[config.mk]
export PLATFORM = sky130hd
export DESIGN_NAME = ftdi_fifo_bridge
export DESIGN_NICKNAME = d
export VERILOG_FILES = /design/src/rtl/laserdrop_pkg.sv /design/src/rtl/sync_2ff.sv /design/src/rtl/ftdi_fifo_bridge.sv
export SDC_FILE = /design/constraint.sdc
export NUM_CORES = 1
export LEC_CHECK = 0
export BUFFER_PORTS_ARGS = -buffer_cell sky130_fd_sc_hd__buf_2
export CAP_MARGIN = 10
export CORE_MARGIN = 2
export CORE_UTILIZATION = 48
export DETAILED_ROUTE_END_ITERATION = 16
export GPL_ROUTABILITY_DRIVEN = 1
export PLACE_DENSITY = 0.77
export SETUP_SLACK_MARGIN = 0.4
export SLEW_MARGIN = 40
export SYNTH_ARGS = -nofsm -noshare
export SYNTH_HDL_FRONTEND = slang
export SYNTH_SLANG_ARGS = --single-unit
[constraint.sdc]
create_clock -name clock -period 1.8 [get_ports clock]
set_input_delay 0.54 -clock clock [delete_from_list [all_inputs] [get_ports clock]]
set_output_delay 0.54 -clock clock [all_outputs]
set_load 0.02 [all_outputs]
[src/rtl/laserdrop_pkg.sv]
// Shared LaserDrop definitions: FTDI bridge FSM states and timing defaults.
package laserdrop_pkg;

  typedef enum logic [2:0] {
    IDLE,
    RD_STROBE,
    WR_SETUP,
    WR_STROBE,
    WR_HOLD,
    RECOVER
  } ftdi_state_t;

  localparam int FTDI_RD_PULSE_DEF = 3;
  localparam int FTDI_WR_PULSE_DEF = 3;
  localparam int FTDI_GAP_DEF      = 3;
  localparam int STALL_LIMIT       = 256;

endpackage

[src/rtl/sync_2ff.sv]
// 1-bit double-flop synchronizer; resets to 1 so active-low flags read inactive.
module sync_2ff (
  input  logic clock,
  input  logic reset_n,
  input  logic d,
  output logic q
);

  logic meta;

  always_ff @(posedge clock or negedge reset_n) begin
    if (!reset_n) begin
      meta <= 1'b1;
      q    <= 1'b1;
    end else begin
      meta <= d;
      q    <= meta;
    end
  end

endmodule

[src/rtl/ftdi_fifo_bridge.sv]
// FT245-style async FIFO bridge between FTDI pins and LaserDrop byte streams.
// Optional FTDI_STATS_EN adds rx/tx byte counters and a sticky stall flag.
module ftdi_fifo_bridge
  import laserdrop_pkg::*;
#(
  parameter int RD_PULSE = FTDI_RD_PULSE_DEF,
  parameter int WR_PULSE = FTDI_WR_PULSE_DEF,
  parameter int GAP      = FTDI_GAP_DEF
) (
  input  logic       clock,
  input  logic       reset_n,
  input  logic       en,
  input  logic       rxf,
  input  logic       txe,
  input  logic [7:0] adbus_in,
  output logic [7:0] adbus_out,
  output logic       adbus_tri,
  output logic       ftdi_rd,
  output logic       ftdi_wr,
  output logic [7:0] rx_data,
  output logic       rx_valid,
  input  logic       rx_ready,
  input  logic [7:0] tx_data,
  input  logic       tx_valid,
  output logic       tx_ready
`ifdef FTDI_STATS_EN
  ,
  output logic [15:0] rx_count,
  output logic [15:0] tx_count,
  output logic        stall_seen
`endif
);

  localparam logic [3:0] RD_LAST  = 4'(RD_PULSE - 1);
  localparam logic [3:0] WR_LAST  = 4'(WR_PULSE - 1);
  localparam logic [3:0] GAP_LAST = 4'(GAP - 1);

  logic        rxf_s, txe_s;
  ftdi_state_t state, state_d;
  logic [3:0]  cnt, cnt_d;
  logic        prio, prio_d;  // 0 = read side wins the next tie
  logic        rd_ok, wr_ok, grant_rd, grant_wr;
  logic        ftdi_rd_d, ftdi_wr_d, adbus_tri_d, capture_rx;

  sync_2ff u_sync_rxf (.clock(clock), .reset_n(reset_n), .d(rxf), .q(rxf_s));
  sync_2ff u_sync_txe (.clock(clock), .reset_n(reset_n), .d(txe), .q(txe_s));

  always_ff @(posedge clock or negedge reset_n) begin
    if (!reset_n) begin
      state <= IDLE;
      cnt   <= '0;
      prio  <= 1'b0;
    end else begin
      state <= state_d;
      cnt   <= cnt_d;
      prio  <= prio_d;
    end
  end

  always_comb begin
    state_d     = state;
    cnt_d       = cnt + 4'd1;
    prio_d      = prio;
    ftdi_rd_d   = 1'b1;
    ftdi_wr_d   = 1'b1;
    adbus_tri_d = 1'b0;
    capture_rx  = 1'b0;
    tx_ready    = 1'b0;
    rd_ok       = en & ~rxf_s & ~rx_valid;
    wr_ok       = en & ~txe_s & tx_valid;
    grant_rd    = rd_ok & (~wr_ok | ~prio);
    grant_wr    = wr_ok & (~rd_ok | prio);
    case (state)
      IDLE: begin
        cnt_d = '0;
        if (rd_ok && wr_ok) prio_d = ~prio;
        if (grant_rd) begin
          state_d   = RD_STROBE;
          ftdi_rd_d = 1'b0;
        end else if (grant_wr) begin
          state_d     = WR_SETUP;
          adbus_tri_d = 1'b1;
          tx_ready    = 1'b1;
        end
      end
      RD_STROBE: begin
        // The bus byte is sampled on the edge that ends the last low cycle.
        if (cnt == RD_LAST) begin
          capture_rx = 1'b1;
          state_d    = RECOVER;
          cnt_d      = '0;
        end else begin
          ftdi_rd_d = 1'b0;
        end
      end
      WR_SETUP: begin
        adbus_tri_d = 1'b1;
        ftdi_wr_d   = 1'b0;
        state_d     = WR_STROBE;
        cnt_d       = '0;
      end
      WR_STROBE: begin
        adbus_tri_d = 1'b1;
        if (cnt == WR_LAST) state_d = WR_HOLD;
        else                ftdi_wr_d = 1'b0;
      end
      WR_HOLD: begin
        state_d = RECOVER;
        cnt_d   = '0;
      end
      RECOVER: begin
        if (cnt == GAP_LAST) state_d = IDLE;
      end
      default: state_d = IDLE;
    endcase
  end

  always_ff @(posedge clock or negedge reset_n) begin
    if (!reset_n) begin
      ftdi_rd   <= 1'b1;
      ftdi_wr   <= 1'b1;
      adbus_tri <= 1'b0;
      adbus_out <= '0;
      rx_data   <= '0;
      rx_valid  <= 1'b0;
    end else begin
      ftdi_rd   <= ftdi_rd_d;
      ftdi_wr   <= ftdi_wr_d;
      adbus_tri <= adbus_tri_d;
      if (tx_valid && tx_ready) adbus_out <= tx_data;
      if (capture_rx) begin
        rx_data  <= adbus_in;
        rx_valid <= 1'b1;
      end else if (rx_valid && rx_ready) begin
        rx_valid <= 1'b0;
      end
    end
  end

`ifdef FTDI_STATS_EN
  logic [8:0] hold_cnt;

  always_ff @(posedge clock or negedge reset_n) begin
    if (!reset_n) begin
      rx_count   <= '0;
      tx_count   <= '0;
      hold_cnt   <= '0;
      stall_seen <= 1'b0;
    end else begin
      if (capture_rx) rx_count <= rx_count + 16'd1;
      if (tx_valid && tx_ready) tx_count <= tx_count + 16'd1;
      if (!rx_valid)                      hold_cnt <= '0;
      else if (hold_cnt != 9'(STALL_LIMIT)) hold_cnt <= hold_cnt + 9'd1;
      if (rx_valid && hold_cnt >= 9'(STALL_LIMIT - 1)) stall_seen <= 1'b1;
    end
  end
`endif

endmodule
==> results by group, run 1 <==
Status
  • Result of the run: complete, but fails checks
  • Violations in the final reports: negative setup slack

Clock tree
  • Inserted Clock Buffers: 5
  • Root cell of the clock tree: sky130_fd_sc_hd__clkbuf_4
  • Clock transition at the registers of the reported paths: 0.11 ns
  • Clock tree from TritonCTS: built
  • Max clock buf depth: 2
  • Source-to-sink clock delay at the later pin of the worst-skew pair: 0.33 ns
  • Maximum level of the CTS H-tree: 2
  • Sink count of the clock tree: 32

Floorplanning
  • I/O pin cnt: 44
  • Area enclosed by the die boundary: 3050 µm²
  • Cell row count: 18
  • Core area: 2480 µm²
  • Initial core utilization: 50.9%
  • Vertical die dimension: 55.2 µm
  • Die X-Extent: 55.2 µm

Route
  • Number of vias per cell: 5.24
  • Avg WL per Cell: 18.7 µm
  • Antenna violation net count after detailed routing: 0
  • Initial DRC Count: 15
  • Number of vias after detailed routing: 1,000
  • Total iterations of the first detailed-routing run: 4
  • DRC violation count after routing: 0
  • Detailed-route wire length: 3570 µm

Yosys
  • Synth Cell Area: 1260 µm²
  • Post-synth EDFFs: 0
  • Top_reg_cell synth: sky130_fd_sc_hd__dfrtp_1
  • Synthesized netlist net count: 114
  • Cells after synthesis: 89
  • Yosys cell types: 26
  • Fraction of post-synthesis cell area in the top cell type by area: 51.6%
  • Seq/Total Area, Yosys: 64.2%
  • Number of synthesized register bits: 32
  • Cell type contributing the most total cell area after synthesis: sky130_fd_sc_hd__dfrtp_1
  • Async set or reset register ratio after synthesis: 100%
  • Ranking of synthesized cells by area: sky130_fd_sc_hd__dfrtp_1 (52%), sky130_fd_sc_hd__mux2_2 (14%), sky130_fd_sc_hd__dfstp_2 (13%)
  • Yosys warns: 0
  • Avg Cell Area, Syn: 14.2 µm²

Critical path
  • Cell breakdown of the critical path: or3_4, nor3_4, buf_6
  • Kind of start point of the critical path: register
  • CP Class: register to output pin
  • Category of cells accounting for the largest share of critical-path delay: simple AND/OR/NAND/NOR gates
  • Source of the worst register-to-register timing path: state[1]
  • Highest cell delay on the worst timing path: 0.40 ns
  • Nature of the critical path endpoint: output pin
  • Flop-to-flop setup slack: 0.10 ns
  • Signal arrival time at the worst endpoint: 1.48 ns
  • Endpoint of the worst register-to-register path: adbus_out[5]
  • Required time of the critical path: 1.26 ns
  • Number of cell instances on the worst register-to-register path: 5
  • Biggest fanout along the worst timing path: 2
  • CP max stage cell: sky130_fd_sc_hd__dfrtp_1
  • Number of buffers and inverters on the critical path: 1

Global routing
  • Pin count of the biggest net entering global routing: 33
  • Antenna violations before repair: 1
  • Overflow left after global routing: 0
  • Via count of the first global-routing pass: 961
  • Total Routing Usage GR: 20.1%
  • Wire length of the first global-routing pass: 4650 µm

STA
  • Maximum clock frequency: 496 MHz
  • Unrepaired setup endpoints after global routing: true
  • Final-report setup violation count: 1
  • Final hold violations: 0
  • Crit path time final: 2.02 ns
  • Period utilisation layout: 112%
  • Slew margin rel.: 54.1%
  • Transition time at the pin with the least slew margin: 0.689 ns
  • Number of pins exceeding their max-slew limit in the final report: 0
  • Slack of the critical path: -0.217 ns
  • Final Skew: 0.0121 ns

Cells and area
  • Share of cells above drive strength 1: 64.4%
  • Final-stage net count: 184
  • Commonest cells after routing, fill and taps aside: sky130_fd_sc_hd__dfrtp_1 (25), sky130_fd_sc_hd__buf_2 (22), sky130_fd_sc_hd__buf_6 (21)
  • Post-synthesis to final-layout area growth: 60.0%
  • Most frequent standard cell in the layout excluding fill and tap cells: sky130_fd_sc_hd__dfrtp_1
  • Util after Layout: 81.4%
  • Count of non-filler cells in the finished layout: 191
  • Final std cell area, no fill: 2020 µm²

Place
  • Number of I/O port buffers: 43
  • Post-placement cell count: 166
  • Cell Area, Placed: 1550 µm²
  • Placed wire-length estimate after detailed placement: 1720 µm
  • Final weighted congestion of routability-driven global placement: 0.759

Power
  • Leak: 0.995 nW
  • Highest ir drop seen on vdd: 1.56 mV
  • Power density normalized to cell area: 1840 nW/µm²
  • Total Power Consumption: 0.00371 W

Run
  • Max-cap check violation count: 0

Worst hold path
  • Worst min path class: input port to asynchronous set/reset pin
[worst max path at each step]
| stage | endpoint | start | cells after the start | slack, ns |
|---|---|---|---|---|
| 2_1_floorplan | tx_ready | state[0] | 3 | -0.02 |
| 3_3_place_gp | tx_ready | en | 4 | 0.04 |
| 3_5_place_dp | tx_ready | tx_valid | 4 | 0.03 |
| 4_1_cts | tx_ready | state[0] | 3 | -0.21 |
| 5_1_grt | tx_ready | state[0] | 3 | -0.27 |
| 6_report | tx_ready | state[1] | 3 | -0.22 |
[worst reg2reg max path: stages, from the launching register on]
cell                      delay (ns)
sky130_fd_sc_hd__dfrtp_1        0.40
sky130_fd_sc_hd__or3_4          0.40
sky130_fd_sc_hd__nor3_4         0.19
sky130_fd_sc_hd__buf_4          0.16
sky130_fd_sc_hd__buf_12         0.13
sky130_fd_sc_hd__mux2_4         0.31
[registers in the layout, summed over array words and instances (netlist names)]
signal and flops:
prio 1, state 3, ftdi_wr 1, u_sync_txe.q 1, u_sync_rxf.meta 1, u_sync_rxf.q 1, ftdi_rd 1, adbus_out 8
rx_valid 1, adbus_tri 1, cnt 4, u_sync_txe.meta 1, rx_data 8
[logic make-up after synthesis]
kind of cell / share of synthesized area [%]
compound gates: 4.77
fa+ha+maj: 1.99
buf+inv: 1.59
simple gates: 11.1
flops: 64.2
mux: 14.3
xor+xnor: 2.09
[layer usage]
layer	vias to the layer above	wire [µm]	global-route usage, %
li1	453	-	-
met1	506	1290	23.2
met2	30	2010	33.7
met3	11	134	8.43
met4	0	135	6.27
met5	-	0	0
[cells in the mapped netlist, types with 2 or more instances]
library cell,count
sky130_fd_sc_hd__a21o_1,2
sky130_fd_sc_hd__a21oi_1,3
sky130_fd_sc_hd__dfrtp_1,26
sky130_fd_sc_hd__dfstp_2,6
sky130_fd_sc_hd__ha_1,2
sky130_fd_sc_hd__inv_1,3
sky130_fd_sc_hd__mux2_2,16
sky130_fd_sc_hd__nand3_1,3
sky130_fd_sc_hd__nand3b_1,3
sky130_fd_sc_hd__nor2_1,6
sky130_fd_sc_hd__o21ai_0,3
sky130_fd_sc_hd__xor2_1,2
[what timing repair did]
| action | CTS | global route |
|---|---|---|
| cloned | 0 | 1 |
| gates resized for setup | 54 | 17 |
| endpoints found under the setup margin | 41 | 41 |
| pin swaps | 1 | 2 |
| buffers inserted | 3 | 12 |
| hold buffers | 0 | 0 |
[cell type report]
cell class                 count  area, µm²
clock buffer                   5       37.5
tap                           30       37.5
sequential                    32        810
clock inverter                 3       42.5
fill                         124        462
timing repair buffer          65        549
inverter                       3       11.3
multi-input combinational     52        526
antenna                        1       2.50
[metrics by stage]
stage                     setup TNS, ns  worst slack (ns)  hold slack, ns
final                            -0.217            -0.217           0.235
after global routing             -0.273            -0.273           0.249
after CTS                        -0.211            -0.211           0.248
after detailed placement              0            0.0260           0.347
after global placement                0            0.0365           0.345
after floorplan                 -0.0185           -0.0185           0.244
[power by group]
| group | total, W | internal [W] | switching, W |
|---|---|---|---|
| combinational | 0.00190 | 0.00110 | 0.000806 |
| sequential | 0.00126 | 0.00102 | 0.000237 |
| clock | 0.000547 | 0.000289 | 0.000258 |
| total | 0.00371 | 0.00241 | 0.00130 |
Note: power is estimated with default switching activity, not from simulation.
==> run 2, diff against run 1 <==
Settings changed: SKIP_LAST_GASP from default to 1.
==> run 2 against run 1 <==
The flow still finishes with violations (negative setup slack); clock skew shrank 0.0053 ns; flip-flop and latch count is the same; total power shrank 3.6%; die area is the same; global-route usage shrank 0.40 points; hold slack lost 0.013 ns; non-clock buffer count shrank 2; sequential power is essentially flat; clock power grew 0.9%; routed wire length shrank 7.3%; critical path depth is the same; worst setup slack gained 0.020 ns; largest power group unchanged; highest routed layer unchanged.
==> results by group, run 2 (synthesis results as in run 1) <==
Status
  • Result of the run: complete, but fails checks (unchanged)
  • Violations in the final reports: negative setup slack (unchanged)

Critical path
  • CP Class: register to output pin (unchanged)
  • Nature of the critical path endpoint: output pin (unchanged)
  • Biggest fanout along the worst timing path: 2 (unchanged)
  • Cell breakdown of the critical path: or3_4, nor3_4, buf_6 (unchanged)
  • Kind of start point of the critical path: register (unchanged)
  • Critical path depth: 3 (unchanged)
  • Number of cell instances on the worst register-to-register path: 5 (unchanged)
  • Required time of the critical path: 1.26 ns (about the same)
  • Category of cells accounting for the largest share of critical-path delay: simple AND/OR/NAND/NOR gates (unchanged)
  • Number of buffers and inverters on the critical path: 1 (unchanged)
  • Signal arrival time at the worst endpoint: 1.46 ns (was 1.48 ns)
  • Highest cell delay on the worst timing path: 0.41 ns (was 0.40 ns)
  • CP max stage cell: sky130_fd_sc_hd__or3_4 (was sky130_fd_sc_hd__dfrtp_1)

Power
  • Leak: 0.934 nW (was 0.995 nW)
  • Sequential group share of total power: 35.1% (was 33.9%)
  • Clock power frac: 15.4% (was 14.7%)
  • Cell internal power dissipation: 0.00231 W (was 0.00241 W)
  • Power density normalized to cell area: 1830 nW/µm² (was 1840 nW/µm²)
  • Gate power share: 49.5% (was 51.3%)
  • Switching Fraction: 35.6% (was 35.0%)
  • Total Power Consumption: 0.00358 W (was 0.00371 W)
  • Highest ir drop seen on vdd: 1.50 mV (was 1.56 mV)
  • Switching power of the nets: 0.00127 W (was 0.00130 W)

STA
  • Transition time at the pin with the least slew margin: 0.688 ns (was 0.689 ns)
  • Final hold violations: 0 (unchanged)
  • Final Skew: 0.00673 ns (was 0.0121 ns)
  • Minimum hold slack: 0.223 ns (was 0.235 ns)
  • Period utilisation layout: 111% (was 112%)
  • Maximum clock frequency: 501 MHz (was 496 MHz)
  • Unrepaired setup endpoints after global routing: true (unchanged)
  • Slack of the critical path: -0.197 ns (was -0.217 ns)
  • Crit path time final: 2.00 ns (was 2.02 ns)
  • Slew margin rel.: 54.1% (about the same)
  • Number of pins exceeding their max-slew limit in the final report: 0 (unchanged)
  • Final-report setup violation count: 1 (unchanged)

Route
  • Initial DRC Count: 12 (was 15)
  • Avg WL per Cell: 17.6 µm (was 18.7 µm)
  • WL met1: 1270 µm (was 1290 µm)
  • Number of vias after detailed routing: 987 (was 1,000)
  • Top routing layer in use: met4 (unchanged)
  • Total iterations of the first detailed-routing run: 4 (unchanged)
  • Number of vias per cell: 5.25 (was 5.24)
  • Antenna violation net count after detailed routing: 0 (unchanged)
  • Routed length on met3: 157 µm (was 134 µm)
  • Detailed-route wire length: 3310 µm (was 3570 µm)
  • DRC violation count after routing: 0 (unchanged)
  • Routed wl met2: 1780 µm (was 2010 µm)

Floorplanning
  • Vertical die dimension: 55.2 µm (unchanged)
  • Core area: 2480 µm² (unchanged)
  • Die X-Extent: 55.2 µm (unchanged)
  • Cell row count: 18 (unchanged)
  • Area enclosed by the die boundary: 3050 µm² (unchanged)
  • Initial core utilization: 50.9% (unchanged)
  • I/O pin cnt: 44 (unchanged)

Clock tree
  • Clock tree from TritonCTS: built (unchanged)
  • Root cell of the clock tree: sky130_fd_sc_hd__clkbuf_4 (unchanged)
  • Number of hold-repair buffers added at the cts stage: 0 (unchanged)
  • Max clock buf depth: 2 (unchanged)
  • Inserted Clock Buffers: 5 (unchanged)
  • Sink count of the clock tree: 32 (unchanged)
  • Maximum level of the CTS H-tree: 2 (unchanged)
  • Source-to-sink clock delay at the later pin of the worst-skew pair: 0.34 ns (was 0.33 ns)
  • Clock transition at the registers of the reported paths: 0.11 ns (about the same)

Place
  • Setup slack after placement: 0.0260 ns (unchanged)
  • Number of I/O port buffers: 43 (unchanged)
  • Final weighted congestion of routability-driven global placement: 0.759 (unchanged)
  • Placed wire-length estimate after detailed placement: 1720 µm (unchanged)

Run
  • Max-cap check violation count: 0 (unchanged)

Global routing
  • Overflow left after global routing: 0 (unchanged)
  • Total Routing Usage GR: 19.7% (was 20.1%)
  • Antenna violations before repair: 0 (was 1)
  • Pin count of the biggest net entering global routing: 33 (unchanged)
  • Via count of the first global-routing pass: 982 (was 961)
  • Wire length of the first global-routing pass: 4550 µm (was 4650 µm)

Cells and area
  • Number of fill cells in the layout: 139 (was 124)
  • Commonest cells after routing, fill and taps aside: sky130_fd_sc_hd__dfrtp_1 (25), sky130_fd_sc_hd__buf_6 (23), sky130_fd_sc_hd__buf_2 (22) (was sky130_fd_sc_hd__dfrtp_1 (25), sky130_fd_sc_hd__buf_2 (22), sky130_fd_sc_hd__buf_6 (21))
  • Util after Layout: 78.7% (was 81.4%)
  • Share of cells above drive strength 1: 63.9% (was 64.4%)
  • Sequential cell area: 810 µm² (unchanged)
  • Diode insertion count for antenna repair: 0 (was 1)
  • Final-stage net count: 182 (was 184)
  • Most frequent standard cell in the layout excluding fill and tap cells: sky130_fd_sc_hd__dfrtp_1 (unchanged)
  • Footprint of the multi-input gates: 495 µm² (was 526 µm²)
  • Regs by FF count: adbus_out (8), rx_data (8), cnt (4) (unchanged)
  • Post-synthesis to final-layout area growth: 54.8% (was 60.0%)

Worst hold path
  • Worst min path class: input port to asynchronous set/reset pin (unchanged)
-- run 2: stage by stage --
step / cells / area (µm²) / setup TNS (ns)
floorplan: 89 / 1260 / -0.0185
global placement: 166 / 1550 / 0
detailed placement: 166 / 1550 / 0
CTS: 177 / 1790 / -0.211
global route: 188 / 1950 / -0.246
finish: 188 / 1950 / -0.197
-- run 2: final timing paths --
path	end	slack (ns)	startpoint
setup / recovery	tx_ready	-0.20	state[0]
hold / removal	adbus_tri	0.22	reset_n
setup reg to reg	adbus_out[2]	0.14	state[0]
hold reg to reg	u_sync_txe.q	0.36	u_sync_txe.meta
max in group asynchronous	rx_valid	1.09	reset_n
min in group clock	u_sync_txe.meta	0.29	txe
-- run 2: layout make-up --
class                      instances  area share, %
multi-input combinational         52           25.4
inverter                           3          0.577
clock buffer                       5           1.92
tap                               30           1.92
clock inverter                     3           2.18
timing repair buffer              63           26.5
sequential                        32           41.5
-- run 2: layer usage --
layer | up-vias | global-route usage, %
li1 | 448 | -
met1 | 498 | 22.0
met2 | 32 | 33.5
met3 | 9 | 8.67
met4 | 0 | 6.27
met5 | - | 0
-- run 2: worst register-to-register path, stage by stage, from the launching register on --
cell and delay [ns]:
sky130_fd_sc_hd__dfrtp_1 0.40, sky130_fd_sc_hd__or3_4 0.42, sky130_fd_sc_hd__nor3_4 0.16, sky130_fd_sc_hd__buf_4 0.15, sky130_fd_sc_hd__buf_12 0.12, sky130_fd_sc_hd__mux2_4 0.31
-- run 2: power by group through the flow --
stage / sequential, W / combinational, W / clock (W)
floorplan: 0.00144 / 0.000482 / 0
global placement: 0.00116 / 0.00112 / 0
detailed placement: 0.00119 / 0.00116 / 0
CTS: 0.00122 / 0.00146 / 0.000554
global route: 0.00129 / 0.00187 / 0.000595
finish: 0.00126 / 0.00177 / 0.000552
-- run 2: what timing repair did --
| action | CTS | global route |
|---|---|---|
| setup buffers | 3 | 10 |
| pin swaps | 1 | 1 |
| gates resized for setup | 42 | 22 |
| cloned | 0 | 1 |
| endpoints found under the setup margin | 41 | 39 |
==> run 3, diff against run 2 <==
Settings changed: REMOVE_ABC_BUFFERS from default to 1.
==> run 3 against run 2 <==
The flow still finishes with violations (negative setup slack); critical endpoint unchanged; highest routed layer is now met5; largest cell class unchanged; non-clock buffer count down 3; sequential share of layout area is 1.2 points higher; clock-buffer cell count up 2; clock power rose by 11%; first-iteration DRC count rose by 67%.
==> results by group, run 3 (synthesis results as in run 1) <==
Status
  • Result of the run: complete, but fails checks (unchanged)
  • Violations in the final reports: negative setup slack (unchanged)

Cells and area
  • Diode insertion count for antenna repair: 0 (unchanged)
  • Footprint of the multi-input gates: 457 µm² (was 495 µm²)
  • Number of fill cells in the layout: 149 (was 139)
  • Sequential cell area: 808 µm² (was 810 µm²)
  • Regs by FF count: adbus_out (8), rx_data (8), cnt (4) (unchanged)
  • Commonest cells after routing, fill and taps aside: sky130_fd_sc_hd__dfrtp_1 (26), sky130_fd_sc_hd__buf_6 (24), sky130_fd_sc_hd__buf_2 (22) (was sky130_fd_sc_hd__dfrtp_1 (25), sky130_fd_sc_hd__buf_6 (23), sky130_fd_sc_hd__buf_2 (22))
  • Share of cells above drive strength 1: 62.6% (was 63.9%)
  • Most frequent standard cell in the layout excluding fill and tap cells: sky130_fd_sc_hd__dfrtp_1 (unchanged)
  • Post-synthesis to final-layout area growth: 50.3% (was 54.8%)
  • Final std cell area, no fill: 1890 µm² (was 1950 µm²)
  • Final-stage net count: 179 (was 182)

Critical path
  • Nature of the critical path endpoint: output pin (unchanged)
  • Kind of start point of the critical path: register (unchanged)
  • Required time of the critical path: 1.26 ns (about the same)
  • Signal arrival time at the worst endpoint: 1.43 ns (was 1.46 ns)
  • Biggest fanout along the worst timing path: 2 (unchanged)
  • CP Class: register to output pin (unchanged)

Route
  • Antenna violation net count after detailed routing: 0 (unchanged)
  • Number of vias after detailed routing: 945 (was 987)
  • Number of vias per cell: 5.11 (was 5.25)
  • Detailed-route wire length: 2970 µm (was 3310 µm)
  • Initial DRC Count: 20 (was 12)
  • Avg WL per Cell: 16.0 µm (was 17.6 µm)
  • DRC violation count after routing: 0 (unchanged)
  • Total iterations of the first detailed-routing run: 4 (unchanged)

STA
  • Crit path time final: 1.97 ns (was 2.00 ns)
  • Slew margin rel.: 53.6% (was 54.1%)
  • Slack of the critical path: -0.174 ns (was -0.197 ns)
  • Final Skew: 0.0154 ns (was 0.00673 ns)
  • Final hold violations: 0 (unchanged)
  • Unrepaired setup endpoints after global routing: true (unchanged)
  • Period utilisation layout: 110% (was 111%)
  • Minimum hold slack: 0.231 ns (was 0.223 ns)
  • Number of pins exceeding their max-slew limit in the final report: 0 (unchanged)
  • Transition time at the pin with the least slew margin: 0.695 ns (was 0.688 ns)
  • Final-report setup violation count: 1 (unchanged)
  • Maximum clock frequency: 507 MHz (was 501 MHz)
  • Setup TNS Final: -0.174 ns (was -0.197 ns)

Floorplanning
  • Die X-Extent: 55.2 µm (unchanged)
  • Cell row count: 18 (unchanged)
  • Area enclosed by the die boundary: 3050 µm² (unchanged)
  • I/O pin cnt: 44 (unchanged)
  • Vertical die dimension: 55.2 µm (unchanged)
  • Core area: 2480 µm² (unchanged)
  • Initial core utilization: 50.9% (unchanged)

Clock tree
  • Inserted Clock Buffers: 5 (unchanged)
  • Max clock buf depth: 2 (unchanged)
  • Source-to-sink clock delay at the later pin of the worst-skew pair: 0.34 ns (about the same)
  • Root cell of the clock tree: sky130_fd_sc_hd__clkbuf_4 (unchanged)
  • Clock tree from TritonCTS: built (unchanged)
  • Sink count of the clock tree: 32 (unchanged)
  • Number of hold-repair buffers added at the cts stage: 0 (unchanged)
  • Clock transition at the registers of the reported paths: 0.11 ns (about the same)
  • Maximum level of the CTS H-tree: 2 (unchanged)

Global routing
  • Wire length of the first global-routing pass: 4510 µm (was 4550 µm)
  • Met2 usage in global routing: 35.4% (was 33.5%)
  • Global routing's busiest layer: met2 (unchanged)
  • Pin count of the biggest net entering global routing: 33 (unchanged)
  • Total Routing Usage GR: 19.3% (was 19.7%)
  • Overflow left after global routing: 0 (unchanged)
  • Via count of the first global-routing pass: 1,010 (was 982)
  • Met1 capacity usage during global routing: 20.8% (was 22.0%)
  • Antenna violations before repair: 1 (was 0)
  • Met3 track demand over resource: 7.03% (was 8.67%)

Power
  • Power density normalized to cell area: 1850 nW/µm² (was 1830 nW/µm²)
  • Total Power Consumption: 0.00350 W (was 0.00358 W)
  • Leak: 0.906 nW (was 0.934 nW)
  • Highest ir drop seen on vdd: 1.22 mV (was 1.50 mV)

Place
  • Setup slack after placement: 0.0551 ns (was 0.0260 ns)
  • Final weighted congestion of routability-driven global placement: 0.859 (was 0.759)
  • Placed wire-length estimate after detailed placement: 1660 µm (was 1720 µm)
  • Cell Area, Placed: 1540 µm² (was 1550 µm²)
  • Number of I/O port buffers: 43 (unchanged)

Worst hold path
  • Worst min path class: input port to asynchronous set/reset pin (unchanged)

Run
  • Max-cap check violation count: 0 (unchanged)
==> run 3: cell count changes in the layout (fill, tap and decap cells not counted), sizes merged <==
cell / change
buf: -3
clkbuf: +2
clkinv: -1
clkinvlp: -1
==> run 3: metrics by stage <==
step | cells | utilization, %
floorplan | 87 | -
global placement | 165 | 62.2
detailed placement | 165 | 62.2
CTS | 180 | 74.2
global route | 185 | 76.5
finish | 185 | 76.5
==> run 3: final cells by class <==
type	instances	share of cell area, %
clock buffers	7	3.43
well taps	30	1.98
repair buffers	60	25.6
flip-flops and latches	32	42.7
inverters	3	0.594
clock inverters	1	1.59
multi-input cells	52	24.1
==> run 3: path summary, 6_finish.rpt <==
kind | end | slack (ns) | startpoint | depth (start not counted)
max | tx_ready | -0.17 | state[0] | 3
min | rx_data[0] | 0.23 | reset_n | 1
max reg2reg | adbus_out[4] | 0.12 | state[0] | 4
min reg2reg | u_sync_rxf.q | 0.36 | u_sync_rxf.meta | 0
max in group asynchronous | adbus_out[0] | 1.11 | reset_n | 1
min in group clock | u_sync_rxf.meta | 0.30 | rxf | 1
==> run 3: timing repair <==
action	in CTS	in global routing
gates cloned	1	0
resized for setup	46	7
endpoints found under the setup margin	43	43
pin swaps	5	4
setup buffers	6	5
endpoints found under the hold margin	0	0
==> run 3: report_power, final <==
part	internal, W	switching (W)	leakage (nW)
clock	0.000369	0.000243	0.0515
combinational	0.000911	0.000746	0.470
sequential	0.00102	0.000206	0.384
==> run 3: metal layers <==
metal  vias up  share of wire (%)  wire (µm)
met3        10                5.5        163
li1        444                  -          -
met2        29                 53       1590
met5         -               0.44         13
met1       460                 38       1130
met4         2                2.6         76
==> run 3: critical path: stages (launching register included) <==
cell	delay, ns
sky130_fd_sc_hd__dfrtp_1	0.40
sky130_fd_sc_hd__or3_4	0.41
sky130_fd_sc_hd__nor3_4	0.15
sky130_fd_sc_hd__buf_6	0.14
